File: config.mk
export PLATFORM = sky130hd
export DESIGN_NAME = parking_gate_arbiter
export DESIGN_NICKNAME = d
export VERILOG_FILES = /design/src/rtl/parking_gate_arbiter.sv
export SDC_FILE = /design/constraint.sdc
export NUM_CORES = 1
export LEC_CHECK = 0
export ABC_AREA = 1
export BUFFER_PORTS_ARGS = -buffer_cell sky130_fd_sc_hd__buf_2
export CAP_MARGIN = 20
export CORE_ASPECT_RATIO = 1.1
export CORE_MARGIN = 8
export CORE_UTILIZATION = 40
export CTS_BUF_LIST = sky130_fd_sc_hd__clkbuf_8 sky130_fd_sc_hd__clkbuf_16
export CTS_CLUSTER_SIZE = 14
export DETAILED_ROUTE_END_ITERATION = 8
export PLACE_DENSITY = 0.7
export RECOVER_POWER = 50
export SYNTH_ARGS = -nofsm -noshare
export SYNTH_HDL_FRONTEND = slang
export SYNTH_SLANG_ARGS = --single-unit
File: constraint.sdc
create_clock -name clk -period 4.65 [get_ports clk]
set_clock_uncertainty 0.15 [all_clocks]
set_input_delay 0.465 -clock clk [delete_from_list [all_inputs] [get_ports clk]]
set_output_delay 0.465 -clock clk [all_outputs]
set_load 0.05 [all_outputs]
File: src/rtl/parking_gate_arbiter.sv
// Shared barrier-gate arbiter for the entry and exit lanes.
// Grants the gate to one lane at a time, sequences open/pass/close phases,
// and keeps the authoritative occupancy count against lot capacity.
// Build option: define EXIT_PRIORITY_EN to make exit win whenever both lanes
// are eligible; otherwise arbitration is round-robin on the last lane served.
module parking_gate_arbiter #(
    parameter int unsigned CAPACITY     = 12,
    parameter int unsigned CNT_W        = 4,
    parameter int unsigned OPEN_CYCLES  = 8,
    parameter int unsigned PASS_TIMEOUT = 64
) (
    input  logic             clk,
    input  logic             reset_n,
    input  logic             entry_req,
    input  logic             exit_req,
    input  logic             car_passed,
    output logic             entry_grant,
    output logic             exit_grant,
    output logic             gate_open,
    output logic             lot_full,
    output logic [CNT_W-1:0] occupancy,
    output logic             timeout_err
);

    // One phase timer shared by opening, passing and closing.
    localparam int unsigned TMR_MAX = (PASS_TIMEOUT > OPEN_CYCLES) ? PASS_TIMEOUT : OPEN_CYCLES;
    localparam int unsigned TMR_W   = $clog2(TMR_MAX + 1);
    localparam logic [TMR_W-1:0] OPEN_LAST = TMR_W'(OPEN_CYCLES - 1);
    localparam logic [TMR_W-1:0] PASS_LAST = TMR_W'(PASS_TIMEOUT - 1);
    localparam logic [CNT_W-1:0] CAP       = CNT_W'(CAPACITY);

    typedef enum logic [1:0] {StIdle, StOpening, StPassing, StClosing} state_e;

    state_e           state_q, state_d;
    logic [TMR_W-1:0] tmr_q, tmr_d;
    logic             owner_entry_q, owner_entry_d;  // lane currently holding the gate
    logic             last_entry_q, last_entry_d;    // 1: entry was served last
    logic [CNT_W-1:0] occ_q, occ_d;
    logic             timeout_q, timeout_d;
    logic             entry_elig, exit_elig, pick_entry;

    // Lane eligibility and arbitration between two eligible lanes.
    always_comb begin
        entry_elig = entry_req && (occ_q < CAP);
        exit_elig  = exit_req && (occ_q != '0);
`ifdef EXIT_PRIORITY_EN
        pick_entry = entry_elig && !exit_elig;
`else
        pick_entry = entry_elig && (!exit_elig || !last_entry_q);
`endif
    end

    // Next-state logic for the gate sequence, timer and occupancy.
    always_comb begin
        state_d       = state_q;
        tmr_d         = tmr_q;
        owner_entry_d = owner_entry_q;
        last_entry_d  = last_entry_q;
        occ_d         = occ_q;
        timeout_d     = 1'b0;
        unique case (state_q)
            StIdle: begin
                if (entry_elig || exit_elig) begin
                    state_d       = StOpening;
                    owner_entry_d = pick_entry;
                    tmr_d         = '0;
                end
            end
            StOpening: begin
                if (tmr_q == OPEN_LAST) begin
                    state_d = StPassing;
                    tmr_d   = '0;
                end else begin
                    tmr_d = tmr_q + 1'b1;
                end
            end
            StPassing: begin
                if (car_passed) begin
                    occ_d        = owner_entry_q ? occ_q + 1'b1 : occ_q - 1'b1;
                    last_entry_d = owner_entry_q;
                    state_d      = StClosing;
                    tmr_d        = '0;
                end else if (tmr_q == PASS_LAST) begin
                    // Give up on this car; count stays untouched.
                    timeout_d    = 1'b1;
                    last_entry_d = owner_entry_q;
                    state_d      = StClosing;
                    tmr_d        = '0;
                end else begin
                    tmr_d = tmr_q + 1'b1;
                end
            end
            StClosing: begin
                if (tmr_q == OPEN_LAST) begin
                    state_d = StIdle;
                    tmr_d   = '0;
                end else begin
                    tmr_d = tmr_q + 1'b1;
                end
            end
            default: state_d = StIdle;
        endcase
    end

    // State registers; reset is asynchronous and active-high on reset_n.
    always_ff @(posedge clk or posedge reset_n) begin
        if (reset_n) begin
            state_q       <= StIdle;
            tmr_q         <= '0;
            owner_entry_q <= 1'b0;
            last_entry_q  <= 1'b0;
            occ_q         <= '0;
            timeout_q     <= 1'b0;
        end else begin
            state_q       <= state_d;
            tmr_q         <= tmr_d;
            owner_entry_q <= owner_entry_d;
            last_entry_q  <= last_entry_d;
            occ_q         <= occ_d;
            timeout_q     <= timeout_d;
        end
    end

    // Outputs decoded from registered state only.
    always_comb begin
        entry_grant = (state_q != StIdle) && owner_entry_q;
        exit_grant  = (state_q != StIdle) && !owner_entry_q;
        gate_open   = (state_q == StOpening) || (state_q == StPassing);
        lot_full    = (occ_q == CAP);
        occupancy   = occ_q;
        timeout_err = timeout_q;
    end

endmodule

# After elaboration in Yosys (flattened, before gate mapping)
# Cells that the tools add are included.
[word_totals]
regBits = 16
latchBits = 0
ram_bits = 0
romBits = 0
inputBits = 5
elab_cells = 57
n_memories = 0
[classes]
addsub = 3
multipliers = 0
n_div = 0
order_cmp = 1
eq_ne = 10
shift = 0
mux = 17
bitwise = 0
n_reduce_logical = 20
[ops]
columns = ["operator", "n"]
rows = [
  ["two-way mux 7 bit", 4],
  ["one-hot mux 7 bit (3 select lines)", 1],
  ["two-way mux 2 bit", 5],
  ["one-hot mux 2 bit (4 select lines)", 1],
  ["adder 7 x 1 -> 7 bit (second input constant)", 1],
  ["== test 7 x 3 -> 1 bit (second input constant)", 1],
  ["== test 7 x 6 -> 1 bit (second input constant)", 1],
  ["!= test 2 bit (second input constant)", 3],
  ["AND reduction 2 bit", 3],
  ["logical AND 1 bit", 5],
  ["two-way mux 1 bit", 5],
  ["adder 4 x 1 -> 4 bit (second input constant)", 1],
  ["== test 2 bit (second input constant)", 2],
  ["== test 4 bit (second input constant)", 1],
  ["< comparator 4 bit (second input constant)", 1],
  ["two-way mux 4 bit", 1],
  ["AND reduction 4 bit", 1],
  ["nonzero test 2 bit", 2],
  ["nonzero test 4 bit", 1],
  ["subtractor 4 x 1 -> 4 bit (second input constant)", 1],
  ["zero test 1 bit", 3],
  ["logical OR 1 bit", 3],
  ["!= test 3 bit (second input constant)", 1],
  ["== test 2 x 1 -> 1 bit (second input constant)", 1],
  ["other kinds (2)", 2],
]

# Logic depth before layout (Yosys ltp)
[depth]
word_depth = 5
mapped_depth = 8

# Worst setup path before layout
# No wires, ideal clock.
[synth_timing]
path_kind = "reg-to-output"
startpoint = "register occ_q[3] (netlist: occupancy[3])"
endpoint = "output lot_full"
arrival_time_ns = 1.867
t_required_ns = 4.035
slack_ns = 2.168
path_stages_with_launch = 3
path_buffers = 0
path_cell_list = "dfrtp_1 > nand2_1 > nor3_1"
[synth_between]
elab_chain_len = 1
[synth_lines]
columns = ["item", "line", "text"]
rows = [
  ["start, declared", "38", "logic [CNT_W-1:0] occ_q, occ_d;"],
  ["start signal, assigned", "112", "occ_q <= '0;"],
  ["start signal, assigned", "119", "occ_q <= occ_d;"],
  ["== test 4 bit", "129", "lot_full = (occ_q == CAP);"],
  ["end, declared", "20", "output logic lot_full,"],
]
# No other way between the ends.

# Worst setup path in the final report
[layout_timing]
startpoint = "register state_q[0]"
endpoint = "output entry_grant"
[layout_between]
elab_chain_len = 2
[layout_lines]
columns = ["item", "line", "text"]
rows = [
  ["start, declared", "34", "state_e state_q, state_d;"],
  ["start signal, assigned", "108", "state_q <= StIdle;"],
  ["start signal, assigned", "115", "state_q <= state_d;"],
  ["nonzero test 2 bit", "126", "entry_grant = (state_q != StIdle) && owner_entry_q;"],
  ["logical AND 1 bit", "126", ""],
  ["end, declared", "17", "output logic entry_grant,"],
]
# No other way between the ends.

==> impl_metrics.py <==
metrics = {
    "detailed_routing": {
        "drtAntennaViolNets": 0,
        "firstDrtPassIters": 5,
        "wirelength_um": 2120,
        "drt_iter0_drc": 37,
        "wire_per_inst_um": 12.5,
        "via_per_inst": 5.20,
        "vias": 879,
        "drc_errors": 0,
    },
    "setup_path": {
        "critPathLaunchType": "flip-flop",
        "critical_path.cell_chain": "inv_1, ha_1, nor2_1, buf_2",
        "crit_arrival_ns": 1.48,
        "crit_path_top_delay_cell": "dfrtp_1",
        "cp_max_fo": 6,
        "crit_path_end_kind": "output pin",
        "path_class": "reg2out",
        "path_buf_inv": 2,
        "worst_ep_required_time_ns": 4.03,
        "slowest_delay_ns": 0.40,
        "cp_top_family": "flip-flops",
    },
    "placed_design": {
        "port_buffers": 13,
        "place_congestion": 0.801,
        "dp_slack_ns": 2.84,
        "placedCellCount": 165,
        "detailed_place_hpwl_um": 1570,
    },
    "logic_synthesis": {
        "synth_area_leaders": "dfrtp_1 (39%), nand2_1 (11%), ha_1 (8.6%)",
        "netlist_area_sq_um": 1020,
        "yosysTopAreaCellShare_pct": 39.2,
        "avgSynthCellArea_sq_um": 8.45,
        "ys_ff_latch": 16,
        "synth_cell_types": 24,
        "postSynthCellCount": 121,
        "ys_seq_area_share_pct": 39.2,
        "yosysWarnings": 0,
        "synth_nets": 134,
        "synth_top_area_cell": "dfrtp_1",
    },
    "timing": {
        "setup_tns_ns": 0,
        "min_period_ns": 2.10,
        "timing.final.crit_share_pct": 45.1,
        "fmax_mhz": 477,
        "report.final.slew_viol_count": 0,
        "whs_ns": 0.133,
        "hold_violations": 0,
        "worst_slew_pin_slew_ns": 0.629,
        "slew_headroom_pct": 58.0,
        "fin_ws_ns": 2.55,
        "setup_viol": 0,
        "rsz0062_at_grt": "no",
    },
    "global_routing": {
        "antenna_found_initial": 0,
        "track_usage_pct": 9.99,
        "grt_overflow": 0,
        "grt_first_pass_wirelength_um": 3620,
        "grt_max_degree": 17,
        "first_global_vias": 861,
    },
    "cells_and_area": {
        "multi_input_area_sq_um": 567,
        "syn_to_final_growth_pct": 14.9,
        "layout_common_cells": "nand2_1 (31), dfrtp_1 (16), buf_2 (12)",
        "fin_nets": 152,
        "diodes": 0,
        "ff_latch_area_sq_um": 400,
        "n_fill_cell": 241,
        "final_layout_size_suffix_gt1_share_pct": 21.0,
        "fin_cells": 169,
        "final_common_cell": "nand2_1",
    },
    "floorplanning": {
        "coreArea_sq_um": 2470,
        "die_area_sq_um": 4430,
        "die_w_um": 64.2,
        "initial_utilization_pct": 41.3,
        "core.rowCount": 19,
        "ios": 14,
        "fp.dieH_um": 69.0,
    },
    "clocking": {
        "cts_made_buffers": 3,
        "numClockSinks": 16,
        "root_buffer": "clkbuf_8",
        "cts_hold_buf": 0,
        "clock_path_buffers": 2,
        "post_cts_buffers": 0,
        "htree_levels": 1,
        "postCtsResizedCells": 0,
        "clk_pin_slew_ns": 0.06,
        "clk_latency_ns": 0.25,
        "cts_tree": "yes",
    },
    "power_and_ir_drop": {
        "p_leak_nw": 0.627,
        "power.density_nw_per_um2": 732,
        "peakVddDrop_v": 0.000330,
    },
    "min_path": {
        "hp-class": "in2async",
    },
    "status": {
        "outcome": "finished clean",
    },
    "job": {
        "max_cap_violations": 0,
    },
}
-- sequential cells by signal, summed over array words and instances (netlist names) --
register and count:
tmr_q 7, occupancy 4, state_q 2, last_entry_q 1, owner_entry_q 1, timeout_err 1
-- logic make-up (layout without fill, tap and decap cells) --
family	after synthesis	after routing	share of synthesized area [%]
buffers and inverters	13	30	4.90
XOR/XNOR	6	6	5.14
flip-flops	16	16	39.2
adder cells (fa/ha/maj)	8	8	10.5
AO/OA/AOI/OAI	14	14	8.20
AND/OR/NAND/NOR	64	64	32.1
-- power by group --
group          internal (mW)  leakage [nW]  switching, mW
logic                  0.155         0.390          0.345
clock network         0.0752        0.0288         0.0492
registers              0.183         0.208         0.0525
-- worst reg2reg max path, delay by kind of cell (launching register included) --
kind | cells | cell delay, ns
AO/OA/AOI/OAI | 1 | 0.13
XOR/XNOR | 1 | 0.14
adder cells (fa/ha/maj) | 1 | 0.34
buffers and inverters | 1 | 0.13
flip-flops | 1 | 0.43
AND/OR/NAND/NOR | 3 | 0.19
-- layout make-up --
class                      count  area share, %
multi-input combinational     92           48.2
clock buffer                   4           4.69
tap                           31           3.30
sequential                    16           34.1
timing repair buffer          13           5.43
inverter                      13           4.26
-- path summary, 6_finish.rpt --
kind,start,endpoint,slack (ns),cells past startpoint
worst max-delay path,state_q[0],entry_grant,2.55,4
worst max register to register,owner_entry_q,occupancy[3],3.04,7
worst min register to register,state_q[1],state_q[1],0.39,2
max in group asynchronous,reset_n,tmr_q[4],3.81,2
min in group clk,car_passed,timeout_err,0.25,2
worst min-delay path,reset_n,tmr_q[1],0.13,2
-- synth_stat cells, drive strengths merged --
library cell and count:
inv 12, dfrtp 16, ha 7, xnor2 3, xor2 3, nand4 3, nor2 11, nor3 2
a21oi 2, o21bai 2, o21ai 9, fa 1, or2 1, nand2 35, clkinv 1, nand3b 1
a31oi 1, nand3 11
-- stage by stage --
stage | utilization, % | instance area [sq um] | total power [mW]
6_report | 47.5 | 1170 | 0.860
5_1_grt | 47.5 | 1170 | 0.933
4_1_cts | 47.8 | 1180 | 0.873
3_5_place_dp | 45.5 | 1130 | 0.740
3_3_place_gp | 45.5 | 1130 | 0.726
2_1_floorplan | - | 1020 | 0.639
-- layer usage --
metal | vias to the layer above | GRT usage, % | part of all wire (%)
li1 | 427 | - | -
met1 | 417 | 10.4 | 43
met2 | 30 | 15.9 | 47
met3 | 5 | 3.39 | 7.5
met4 | 0 | 8.01 | 2.7
met5 | - | 0 | 0
(Power assumes the default switching activity.)
